`config.mk`:
```
export PLATFORM = sky130hd
export DESIGN_NAME = cordic_rr_sched_flat
export DESIGN_NICKNAME = d
export VERILOG_FILES = /design/src/rtl/cordic_pkg.sv /design/src/rtl/cordic_rr_sched_if.sv /design/src/rtl/rr_arbiter.sv /design/src/rtl/cordic_rr_sched.sv /design/src/flat_wrapper.sv
export SDC_FILE = /design/constraint.sdc
export NUM_CORES = 1
export LEC_CHECK = 0
export CAP_MARGIN = 20
export CORE_AREA = 2 2 245 247
export CTS_CLUSTER_DIAMETER = 30
export DETAILED_ROUTE_END_ITERATION = 10
export DIE_AREA = 0 0 247 249
export PLACE_DENSITY = 0.39
export SLEW_MARGIN = 20
export SYNTH_ARGS = -nofsm -noshare
export SYNTH_HDL_FRONTEND = slang
export SYNTH_SLANG_ARGS = --single-unit
```
`constraint.sdc`:
```
create_clock -name clk -period 6.05 [get_ports clk]
set_input_delay 1.5125 -clock clk [delete_from_list [all_inputs] [get_ports clk]]
set_output_delay 1.5125 -clock clk [all_outputs]
set_load 0.02 [all_outputs]
```
`src/rtl/cordic_pkg.sv`:
```
// Shared constants and types for the CORDIC round-robin scheduler slice.
package cordic_pkg;

  localparam int unsigned CORDIC_DATA_W  = 32;
  localparam int unsigned CORDIC_LATENCY = 17;
  localparam int unsigned CORDIC_STAGES  = 16;

  // atan(2^-i) with one full turn scaled to 2^32
  localparam logic [31:0] CORDIC_ATAN [CORDIC_STAGES] = '{
    32'h2000_0000, 32'h12E4_051E, 32'h09FB_385B, 32'h0511_11D4,
    32'h028B_0D43, 32'h0145_D7E1, 32'h00A2_F61E, 32'h0051_7C55,
    32'h0028_BE53, 32'h0014_5F2F, 32'h000A_2F98, 32'h0005_17CC,
    32'h0002_8BE6, 32'h0001_45F3, 32'h0000_A2FA, 32'h0000_517D
  };

  typedef enum logic [1:0] {
    RUN    = 2'd0,
    DRAIN  = 2'd1,
    HALTED = 2'd2
  } sched_state_t;

endpackage

```
`src/rtl/cordic_rr_sched_if.sv`:
```
// Requester, core-side and drain-control bundle for cordic_rr_sched.
// stat_clr/stat_grants exist only when CORDIC_RR_SCHED_STATS_EN is defined.
interface cordic_rr_sched_if #(
  parameter int unsigned NREQ   = 4,
  parameter int unsigned ID_W   = 2,
  parameter int unsigned DATA_W = 32
);
  logic [NREQ-1:0]        req_valid;
  logic [NREQ-1:0]        req_ready;
  logic [NREQ*DATA_W-1:0] req_x0;
  logic [NREQ*DATA_W-1:0] req_y0;
  logic [NREQ*DATA_W-1:0] req_z0;
  logic [DATA_W-1:0]      core_x0;
  logic [DATA_W-1:0]      core_y0;
  logic [DATA_W-1:0]      core_z0;
  logic [DATA_W-1:0]      core_x;
  logic [DATA_W-1:0]      core_y;
  logic                   rsp_valid;
  logic [ID_W-1:0]        rsp_id;
  logic [DATA_W-1:0]      rsp_x;
  logic [DATA_W-1:0]      rsp_y;
  logic                   drain_req;
  logic                   drain_done;
  logic                   busy;
`ifdef CORDIC_RR_SCHED_STATS_EN
  logic                   stat_clr;
  logic [NREQ*16-1:0]     stat_grants;
`endif

  modport master (
    output req_valid, req_x0, req_y0, req_z0, core_x, core_y, drain_req,
    input  req_ready, core_x0, core_y0, core_z0, rsp_valid, rsp_id,
    input  rsp_x, rsp_y, drain_done, busy
`ifdef CORDIC_RR_SCHED_STATS_EN
    , output stat_clr, input stat_grants
`endif
  );

  modport slave (
    input  req_valid, req_x0, req_y0, req_z0, core_x, core_y, drain_req,
    output req_ready, core_x0, core_y0, core_z0, rsp_valid, rsp_id,
    output rsp_x, rsp_y, drain_done, busy
`ifdef CORDIC_RR_SCHED_STATS_EN
    , input stat_clr, output stat_grants
`endif
  );

endinterface

```
`src/rtl/rr_arbiter.sv`:
```
// Rotate-priority arbiter: search starts one past i_ptr, one-hot grant plus id.
module rr_arbiter #(
  parameter int unsigned NREQ = 4,
  parameter int unsigned ID_W = 2
) (
  input  logic            i_en,
  input  logic [NREQ-1:0] i_req,
  input  logic [ID_W-1:0] i_ptr,
  output logic [NREQ-1:0] o_grant,
  output logic [ID_W-1:0] o_id,
  output logic            o_any
);

  always_comb begin
    logic [ID_W-1:0] w_idx;
    o_grant = '0;
    o_id    = '0;
    o_any   = 1'b0;
    w_idx   = '0;
    if (i_en) begin
      for (int unsigned off = 1; off <= NREQ; off++) begin
        w_idx = ID_W'((32'(i_ptr) + off) % NREQ);
        if (!o_any && i_req[w_idx]) begin
          o_grant[w_idx] = 1'b1;
          o_id           = w_idx;
          o_any          = 1'b1;
        end
      end
    end
  end

endmodule

```
`src/rtl/cordic_rr_sched.sv`:
```
// Round-robin front end sharing one pipelined CORDIC core among NREQ requesters.
// Optional per-requester grant counters: define CORDIC_RR_SCHED_STATS_EN.
module cordic_rr_sched
  import cordic_pkg::*;
#(
  parameter int unsigned NREQ    = 4,
  parameter int unsigned ID_W    = 2,
  parameter int unsigned DATA_W  = CORDIC_DATA_W,
  parameter int unsigned LATENCY = CORDIC_LATENCY
) (
  input  logic             clk,
  input  logic             rst_n,
  cordic_rr_sched_if.slave bus
);

  localparam int unsigned      CNT_W    = $clog2(LATENCY + 2);
  localparam logic [CNT_W-1:0] INFL_MAX = CNT_W'(LATENCY + 1);

  sched_state_t      r_state;
  sched_state_t      w_state_nxt;
  logic              w_arb_en;
  logic              w_drain_done;
  logic [NREQ-1:0]   w_gnt;
  logic [ID_W-1:0]   w_gnt_id;
  logic              w_gnt_any;
  logic [ID_W-1:0]   r_rr_ptr;
  logic [DATA_W-1:0] w_sel_x;
  logic [DATA_W-1:0] w_sel_y;
  logic [DATA_W-1:0] w_sel_z;
  logic [DATA_W-1:0] r_core_x0;
  logic [DATA_W-1:0] r_core_y0;
  logic [DATA_W-1:0] r_core_z0;
  logic              r_issue_v;
  logic [ID_W-1:0]   r_issue_id;
  logic [LATENCY-1:0] r_vpipe;
  logic [ID_W-1:0]   r_tpipe [LATENCY];
  logic [CNT_W-1:0]  r_inflight;
  logic              w_rsp_v;

  rr_arbiter #(
    .NREQ (NREQ),
    .ID_W (ID_W)
  ) u_arb (
    .i_en    (w_arb_en),
    .i_req   (bus.req_valid),
    .i_ptr   (r_rr_ptr),
    .o_grant (w_gnt),
    .o_id    (w_gnt_id),
    .o_any   (w_gnt_any)
  );

  always_comb begin
    w_sel_x = '0;
    w_sel_y = '0;
    w_sel_z = '0;
    for (int unsigned i = 0; i < NREQ; i++) begin
      if (w_gnt[i]) begin
        w_sel_x = bus.req_x0[i*DATA_W +: DATA_W];
        w_sel_y = bus.req_y0[i*DATA_W +: DATA_W];
        w_sel_z = bus.req_z0[i*DATA_W +: DATA_W];
      end
    end
  end

  // Operands hold their last value when nothing is granted.
  always_ff @(posedge clk or negedge rst_n) begin
    if (!rst_n) begin
      r_rr_ptr   <= ID_W'(NREQ - 1);
      r_core_x0  <= '0;
      r_core_y0  <= '0;
      r_core_z0  <= '0;
      r_issue_v  <= 1'b0;
      r_issue_id <= '0;
    end else begin
      r_issue_v  <= w_gnt_any;
      r_issue_id <= w_gnt_id;
      if (w_gnt_any) begin
        r_rr_ptr  <= w_gnt_id;
        r_core_x0 <= w_sel_x;
        r_core_y0 <= w_sel_y;
        r_core_z0 <= w_sel_z;
      end
    end
  end

  always_ff @(posedge clk or negedge rst_n) begin
    if (!rst_n) begin
      r_vpipe <= '0;
      for (int unsigned i = 0; i < LATENCY; i++) r_tpipe[i] <= '0;
    end else begin
      r_vpipe    <= {r_vpipe[LATENCY-2:0], r_issue_v};
      r_tpipe[0] <= r_issue_id;
      for (int unsigned i = 1; i < LATENCY; i++) r_tpipe[i] <= r_tpipe[i-1];
    end
  end

  assign w_rsp_v = r_vpipe[LATENCY-1];

  // Counts issue register plus tag pipe occupancy, so it peaks at LATENCY+1.
  always_ff @(posedge clk or negedge rst_n) begin
    if (!rst_n) begin
      r_inflight <= '0;
    end else begin
      case ({w_gnt_any, w_rsp_v})
        2'b10:   r_inflight <= r_inflight + CNT_W'(1);
        2'b01:   r_inflight <= r_inflight - CNT_W'(1);
        default: r_inflight <= r_inflight;
      endcase
    end
  end

  always_ff @(posedge clk or negedge rst_n) begin
    if (!rst_n) r_state <= RUN;
    else        r_state <= w_state_nxt;
  end

  always_comb begin
    w_state_nxt = r_state;
    case (r_state)
      RUN: begin
        if (bus.drain_req) w_state_nxt = DRAIN;
      end
      DRAIN: begin
        if (!bus.drain_req)          w_state_nxt = RUN;
        else if (r_inflight == '0)   w_state_nxt = HALTED;
      end
      HALTED: begin
        if (!bus.drain_req) w_state_nxt = RUN;
      end
      default: w_state_nxt = RUN;
    endcase
  end

  always_comb begin
    w_arb_en     = 1'b0;
    w_drain_done = 1'b0;
    case (r_state)
      RUN:     w_arb_en     = 1'b1;
      HALTED:  w_drain_done = 1'b1;
      default: ;
    endcase
  end

  assign bus.req_ready  = w_gnt;
  assign bus.core_x0    = r_core_x0;
  assign bus.core_y0    = r_core_y0;
  assign bus.core_z0    = r_core_z0;
  assign bus.rsp_valid  = w_rsp_v;
  assign bus.rsp_id     = r_tpipe[LATENCY-1];
  assign bus.rsp_x      = bus.core_x;
  assign bus.rsp_y      = bus.core_y;
  assign bus.drain_done = w_drain_done;
  assign bus.busy       = (r_inflight != '0);

`ifdef CORDIC_RR_SCHED_STATS_EN
  logic [15:0] r_stat [NREQ];

  always_ff @(posedge clk or negedge rst_n) begin
    if (!rst_n) begin
      for (int unsigned i = 0; i < NREQ; i++) r_stat[i] <= '0;
    end else begin
      for (int unsigned i = 0; i < NREQ; i++) begin
        if (bus.stat_clr)                        r_stat[i] <= '0;
        else if (w_gnt[i] && (r_stat[i] != '1)) r_stat[i] <= r_stat[i] + 16'd1;
      end
    end
  end

  always_comb begin
    bus.stat_grants = '0;
    for (int unsigned i = 0; i < NREQ; i++) bus.stat_grants[i*16 +: 16] = r_stat[i];
  end
`endif

  a_inflight_max: assert property (@(posedge clk) disable iff (!rst_n) r_inflight <= INFL_MAX);

endmodule

```
`src/flat_wrapper.sv`:
```
// flat-port wrapper written by rule: the top's interface ports become plain ports
module cordic_rr_sched_flat import cordic_pkg::*;
#(
  parameter int unsigned NREQ    = 4,
  parameter int unsigned ID_W    = 2,
  parameter int unsigned DATA_W  = CORDIC_DATA_W,
  parameter int unsigned LATENCY = CORDIC_LATENCY
)
  (clk, rst_n, bus_req_valid, bus_req_x0, bus_req_y0, bus_req_z0, bus_core_x, bus_core_y, bus_drain_req, bus_req_ready, bus_core_x0, bus_core_y0, bus_core_z0, bus_rsp_valid, bus_rsp_id, bus_rsp_x, bus_rsp_y, bus_drain_done, bus_busy);
  cordic_rr_sched_if #(.NREQ(NREQ), .ID_W(ID_W), .DATA_W(DATA_W)) bus_i ();
  input  logic clk;
  input  logic rst_n;
  input wire logic [$bits(bus_i.req_valid)-1:0] bus_req_valid;
  input wire logic [$bits(bus_i.req_x0)-1:0] bus_req_x0;
  input wire logic [$bits(bus_i.req_y0)-1:0] bus_req_y0;
  input wire logic [$bits(bus_i.req_z0)-1:0] bus_req_z0;
  input wire logic [$bits(bus_i.core_x)-1:0] bus_core_x;
  input wire logic [$bits(bus_i.core_y)-1:0] bus_core_y;
  input wire logic [$bits(bus_i.drain_req)-1:0] bus_drain_req;
  output wire logic [$bits(bus_i.req_ready)-1:0] bus_req_ready;
  output wire logic [$bits(bus_i.core_x0)-1:0] bus_core_x0;
  output wire logic [$bits(bus_i.core_y0)-1:0] bus_core_y0;
  output wire logic [$bits(bus_i.core_z0)-1:0] bus_core_z0;
  output wire logic [$bits(bus_i.rsp_valid)-1:0] bus_rsp_valid;
  output wire logic [$bits(bus_i.rsp_id)-1:0] bus_rsp_id;
  output wire logic [$bits(bus_i.rsp_x)-1:0] bus_rsp_x;
  output wire logic [$bits(bus_i.rsp_y)-1:0] bus_rsp_y;
  output wire logic [$bits(bus_i.drain_done)-1:0] bus_drain_done;
  output wire logic [$bits(bus_i.busy)-1:0] bus_busy;
  assign bus_i.req_valid = bus_req_valid;
  assign bus_i.req_x0 = bus_req_x0;
  assign bus_i.req_y0 = bus_req_y0;
  assign bus_i.req_z0 = bus_req_z0;
  assign bus_i.core_x = bus_core_x;
  assign bus_i.core_y = bus_core_y;
  assign bus_i.drain_req = bus_drain_req;
  assign bus_req_ready = bus_i.req_ready;
  assign bus_core_x0 = bus_i.core_x0;
  assign bus_core_y0 = bus_i.core_y0;
  assign bus_core_z0 = bus_i.core_z0;
  assign bus_rsp_valid = bus_i.rsp_valid;
  assign bus_rsp_id = bus_i.rsp_id;
  assign bus_rsp_x = bus_i.rsp_x;
  assign bus_rsp_y = bus_i.rsp_y;
  assign bus_drain_done = bus_i.drain_done;
  assign bus_busy = bus_i.busy;
  cordic_rr_sched #(.NREQ(NREQ), .ID_W(ID_W), .DATA_W(DATA_W), .LATENCY(LATENCY)) u_core (.clk(clk), .rst_n(rst_n), .bus(bus_i));
endmodule
```
# == Word-level counts from Yosys, hierarchy flattened ==
# Cells that the tools add are included.
# op_classes
add_sub_neg,6
n_mul,0
div_mod_pow,0
order_cmp,8
n_eq_ne,7
shifts,0
muxes,57
bitwise,3
reduce_logical,15
# ops
op,count
32-bit 2-to-1 mux,12
4-bit 2-to-1 mux,8
1-bit 2-to-1 mux,18
2-bit 2-to-1 mux,9
"2-bit by 3-bit < comparator with 1-bit output, second input constant",4
4-bit bitwise OR,3
5-bit case mux with 2 select lines,1
1-bit binary-select mux with 2-bit select,4
1-bit demux with 2-bit select,4
"2-bit by 1-bit >= comparator with 1-bit output, second input constant",4
1-bit logical AND,7
2-bit case mux with 3 select lines,1
"5-bit by 1-bit adder with 5-bit output, second input constant",1
5-bit zero test,1
5-bit nonzero test,1
"5-bit by 1-bit subtractor with 5-bit output, second input constant",1
"2-bit by 1-bit adder with 2-bit output, second input constant",2
"2-bit adder, second input constant",2
"2-bit by 1-bit == test with 1-bit output, second input constant",2
"2-bit == test, second input constant",2
"2-bit inequality test, second input constant",2
1-bit zero test,3
"3-bit by 2-bit inequality test with 1-bit output, second input constant",1
3-bit AND reduction,1
2 further kinds,2
# totals
regBits,159
latchBits,0
mem_bits_rw,0
romBits,0
inputBits,455
out_inout_bits,169
n_memories,0

# == Longest topological paths before layout ==
# logic_depth
ltp_word,21
depth_mapped,12

# == Cells and area by module ==
# From an unflattened synthesis, not the netlist that was laid out.
# unflattened
hier_cells,1001
area_unflattened_um2,9277.6
# modules_own_cells
mod,instances,cells_per_inst,area_each_um2,seq_area_each_um2
cordic_rr_sched,1,935,8757.1,3981.3
rr_arbiter,1,66,520.5,0.0

# == Least setup slack after synthesis ==
# No wires, ideal clock.
# synth_timing
path_type,input-to-output
from,in bus_req_valid[2]
to,out bus_req_ready[2]
arrival_ns,3.423
path_slack_ns,1.115
stages,10
path_cell_list,buf_6 > mux4_2 > buf_6 > nand3b_1 > o2bb2ai_1 > and2_1 > buf_2 > buf_4 > buf_2 > nor2_1
# synth_between
elab_chain_cells,16
word_cells_on_any_way,31
cone_classes,mux: 22; bitwise: 3; reduce/logical: 6
# synth_rtl
item,line,text
"start, declared",flat_wrapper.sv:13,input wire logic [$bits(bus_i.req_valid)-1:0] bus_req_valid;
1-bit binary-select mux with 2-bit select,rr_arbiter.sv:23,if (!o_any && i_req[w_idx]) begin
1-bit 2-to-1 mux (implied by the code),rr_arbiter.sv:23,
1-bit 2-to-1 mux,rr_arbiter.sv:23,
1-bit 2-to-1 mux,rr_arbiter.sv:20,if (i_en) begin
1-bit zero test,rr_arbiter.sv:23,
1-bit logical AND,rr_arbiter.sv:23,
1-bit 2-to-1 mux,rr_arbiter.sv:23,
1-bit 2-to-1 mux,rr_arbiter.sv:20,
1-bit zero test,rr_arbiter.sv:23,
1-bit logical AND,rr_arbiter.sv:23,
1-bit 2-to-1 mux,rr_arbiter.sv:23,
1-bit 2-to-1 mux,rr_arbiter.sv:20,
1-bit zero test,rr_arbiter.sv:23,
1-bit logical AND,rr_arbiter.sv:23,
4-bit 2-to-1 mux *,rr_arbiter.sv:23,
4-bit 2-to-1 mux *,rr_arbiter.sv:20,
"end, declared",flat_wrapper.sv:20,output wire logic [$bits(bus_i.req_ready)-1:0] bus_req_ready;
# Every way passes the cells marked *; elsewhere a longest branch is shown, timed or not. The select of a mux whose other input is x is not followed.

# == Worst setup path in the final report ==
# layout_timing
from,in bus_req_valid[2]
to,out bus_req_ready[3]
# The elaborated chain is that of the path after synthesis.

==> flow_results.org <==
** CTS
- Number of H-tree levels :: 4
- Counting every sink on the clock net gives 159.
- After clock tree synthesis, the repair step resized 0 gates.
- Cts bufs inserted :: 17
- Worst-skew pair later-pin latency :: between 0.4 and 0.5 ns
- Clock root buffer :: clkbuf_16
- Setup Buffers After CTS :: 0
- Number of hold buffers added after cts :: 0
- After clock tree synthesis, the clock-pin slew on the worst setup and hold paths is around 0.070 ns.
- Clock tree from TritonCTS :: done
- The clock passes through at most 2 buffers.

** Placed design
- The congestion estimate from routability-driven global placement came to a little under 0.8.
- Half-perimeter wire length of the detailed placement result :: between 30000 and 40000 um
- Buffers placed on the I/O ports in this run total 495.
- OpenSTA, run right after detailed placement, puts the worst setup slack at 0.429 ns.
- Counting tap cells, the placed design contains a total of just over 2000 instances.

** Worst setup path
- Walking the worst path, the cells encountered are clkdlybuf4s50_1 -> mux4_2 -> nand3b_1 -> a31oi_1 -> o21ai_4 -> inv_1 -> clkdlybuf4s50_1.
- Counting stages on the worst path, the most repeated cell is clkdlybuf4s50_1.
- Endpoint kind of the worst setup timing path :: primary output
- Worst setup path endpoint :: bus_req_ready[3]
- Number of buffers and inverters on the critical path :: 3
- R2r worst-path depth :: 10
- Data required time at the worst endpoint :: 4.54 ns
- The worst register-to-register path ends at u_core.bus.core_x0[18].
- Worst setup path start :: bus_req_valid[2]
- Setup slack on the worst reg-to-reg path comes out at approximately 1.6 ns.
- For this run, the slowest stage of the critical path takes a little under 0.7 ns.
- Among all stages on the critical path, the largest delay is contributed by mux4_2.
- Data on the critical path arrives at its endpoint at ~4.1 ns.
- STA classifies the critical path startpoint as an input pin.
- On the critical path the largest part of the delay comes from buffers and inverters.
- The worst setup path is of the input pin to primary output kind.
- Worst reg2reg path startpoint :: u_core.r_rr_ptr[0]
- Critical Path Fanout Max :: 12
- The critical path crosses 7 cells after its start point.

** Synthesis
- Leading register cell type out of synthesis :: dfrtp_1
- Number of synthesized register bits :: roughly 160
- Yosys mapped the design onto 52 distinct sky130hd cell types.
- Dividing the synthesized area by the synthesized cell count gives 9.41 sq um.
- Mapped Nets :: between 1000 and 1500
- The cell area that synthesis handed to floorplanning was ~8600 sq um.
- Synthesis produced a netlist whose cell count is 916.
- For this run, the register share of the synthesized area comes to 46.2%.
- Async set-or-reset flop fraction in the synthesized netlist :: between 90% and 100%
- Counting flops with a built-in enable in the synthesized netlist gives 0.
- For this run, the number of Yosys warnings is 0.

** Timing
- Setup violations remaining at the end of the flow were counted as 0.
- The number of endpoints with negative hold slack in the final report is 0.
- Tmin final :: 5.65 ns
- The worst pin sits at a relative slew slack of a little under half.
- The number of slew-limit violations in the final report is 0.
- After routing, the total negative slack on setup checks comes to 0 ns.
- Worst-case clock skew :: between 0.007 and 0.008 ns
- Highest achievable clock rate :: about 180 MHz
- Setup slack on the critical path of the routed design comes to ~0.4 ns.
- Worst-margin pin slew :: 0.823 ns
- Crit share post-route :: between 90% and 100%
- Unrepaired setup endpoints after global routing :: no

** Global route
- Tot GR Track Use :: between 10% and 20%
- Global routing used between 10% and 20% of the available met1 tracks.
- The total overflow left after global routing is 0.
- Entering global routing, the biggest net connects between 90 and 100 pins.
- The number of global-route vias before repair was just under 10000.
- Met3 track utilization from global routing :: 5.67%
- The initial antenna violation count is 4.
- Busiest layer in global routing :: met2
- Met2 track utilization from global routing :: a little under a quarter
- The first global-routing pass estimated roughly 66000 um of wire.

** Floorplan
- Measured along the x axis, the die boundary spans ~250 um.
- The initialized floorplan defines between 80 and 90 standard-cell rows.
- The floorplan step defined a die boundary enclosing around 60000 sq um.
- The initial utilization of the core area, before any placement, comes to 14.7%.
- The region available for standard cell placement spans between 50000 and 60000 sq um.
- Number of top-level design ports :: ~620
- The floorplan step set the die height to 249 um.

** Finish
- Relative to the synthesized area, the layout overhead comes to 66.9%.
- Final layout net count :: 1756
- Share of layout cells above drive strength 1 :: under 10%
- Leaving out filler cells and counting taps, the final layout contains 2075.
- Final core occ :: between 20 and 25%

** Routing
- In this run, the number of DRC markers left after iteration 0 of detailed routing was between 500 and 600.
- Vias :: between 9000 and 10000
- In the final routed layout, each cell accounts on average for about 22 um.
- After detailed routing, the number of remaining DRC violations is 0.
- Via count normalized by instance count :: between 4 and 5
- In this run the remaining antenna-violating nets after routing total 0.
- Total routed wirelength :: 46200 um
- Before antenna repair, the detailed router went through 5 iterations.

** Worst hold path
- In this run the worst hold path is classified as flop to flop.

** Power
- Reported leakage power :: about 5.2 nW
- Total power per unit cell area :: approximately 570 nW/um^2
- Across the VDD grid, the largest voltage drop is around 0.33 mV.

** Outcome
- Status :: finished clean

** Run
- Number of max-cap violations :: 0
## state kept, by name (all words and copies together) (netlist names)
register,cells
u_core.bus.core_x0,32
u_core.bus.core_y0,32
u_core.bus.core_z0,32
u_core.r_tpipe,32
u_core.r_vpipe,17
u_core.r_inflight,5
u_core.bus.rsp_id,2
u_core.r_issue_id,2
u_core.r_rr_ptr,2
u_core.r_state,2
u_core.r_issue_v,1
## logic make-up after synthesis
| family | Yosys count | synth area share [%] |
|---|---|---|
| AOI/OAI and AO/OA | 323 | 24.0 |
| xor gates and xnor gates | 7 | 0.711 |
| adders and majority gates | 13 | 1.97 |
| buffers and inverters | 176 | 12.4 |
| DFF | 159 | 46.2 |
| muxes | 4 | 0.914 |
| and+or+nand+nor | 234 | 13.8 |
## metrics by stage
| step | instance area [sq um] | hold WS (ns) | power [mW] |
|---|---|---|---|
| 2_1_floorplan | 8620 | 0.331 | 4.97 |
| 3_3_place_gp | 13800 | 0.333 | 7.25 |
| 3_5_place_dp | 13800 | 0.335 | 7.19 |
| 4_1_cts | 14400 | 0.344 | 8.39 |
| 5_1_grt | 14400 | 0.343 | 8.83 |
| 6_report | 14400 | 0.342 | 8.26 |
## metal layers
layer	routed length, um	vias up
met2	21800	505
met5	31	-
met1	18200	4716
met4	1480	6
li1	-	4210
met3	4690	75
## how the worst min path moves through the flow
stage | slack, ns | cells after the start | start | endpoint
2_1_floorplan | 0.33 | 0 | u_core.r_tpipe[2] | u_core.bus.rsp_id[0]
3_3_place_gp | 0.33 | 0 | u_core.r_tpipe[15] | u_core.r_tpipe[13]
3_5_place_dp | 0.33 | 0 | u_core.r_tpipe[3] | u_core.bus.rsp_id[1]
4_1_cts | 0.34 | 0 | u_core.r_tpipe[14] | u_core.r_tpipe[12]
5_1_grt | 0.34 | 0 | u_core.r_tpipe[33] | u_core.r_tpipe[31]
6_report | 0.34 | 0 | u_core.r_tpipe[33] | u_core.r_tpipe[31]
## power by group
group	switching (mW)	internal (mW)
Sequential	0.287	1.58
Combinational	3.36	1.92
Clock	0.531	0.587
## cells in the mapped netlist (all sizes together), types with 2 or more instances
| master | count | share of area [%] |
|---|---|---|
| a21oi | 12 | 0.83 |
| nor2b | 2 | 0.15 |
| xor2 | 3 | 0.30 |
| xnor2 | 4 | 0.41 |
| o21ai | 7 | 0.45 |
| dfrtp | 157 | 46 |
| inv | 10 | 0.44 |
| buf | 120 | 10 |
| a21o | 2 | 0.17 |
| o2bb2ai | 2 | 0.20 |
| nand2 | 11 | 0.48 |
| o22ai | 96 | 7.0 |
| o21a | 2 | 0.17 |
| nor2 | 9 | 0.39 |
| nor3 | 2 | 0.12 |
| nor3b | 2 | 0.17 |
| dfstp | 2 | 0.61 |
| and3b | 2 | 0.20 |
| nand3b | 5 | 0.44 |
| a31oi | 191 | 14 |
| ha | 12 | 1.7 |
| mux4 | 3 | 0.78 |
| nand3 | 193 | 11 |
| clkbuf | 46 | 2.0 |
## placed cells by master (no fill, tap or decap), drive strengths merged, types with 12 or more instances in the layout
cell / count
ha: 12
clkbuf: 19
o22ai: 96
buf: 25
nand3: 193
a31oi: 191
inv: 14
clkdlybuf4s50: 494
dfrtp: 157
a21oi: 12
## layout make-up
type,instances,area [sq um]
Sequential cell,159,3980
Inverter,10,38.8
Multi-Input combinational cell,581,3610
Clock buffer,19,443
Clock inverter,13,131
Tap cell,773,967
Fill cell,6345,44300
Timing Repair Buffer,519,5220
Antenna cell,1,2.50
Power figures use the tool's default switching activity.
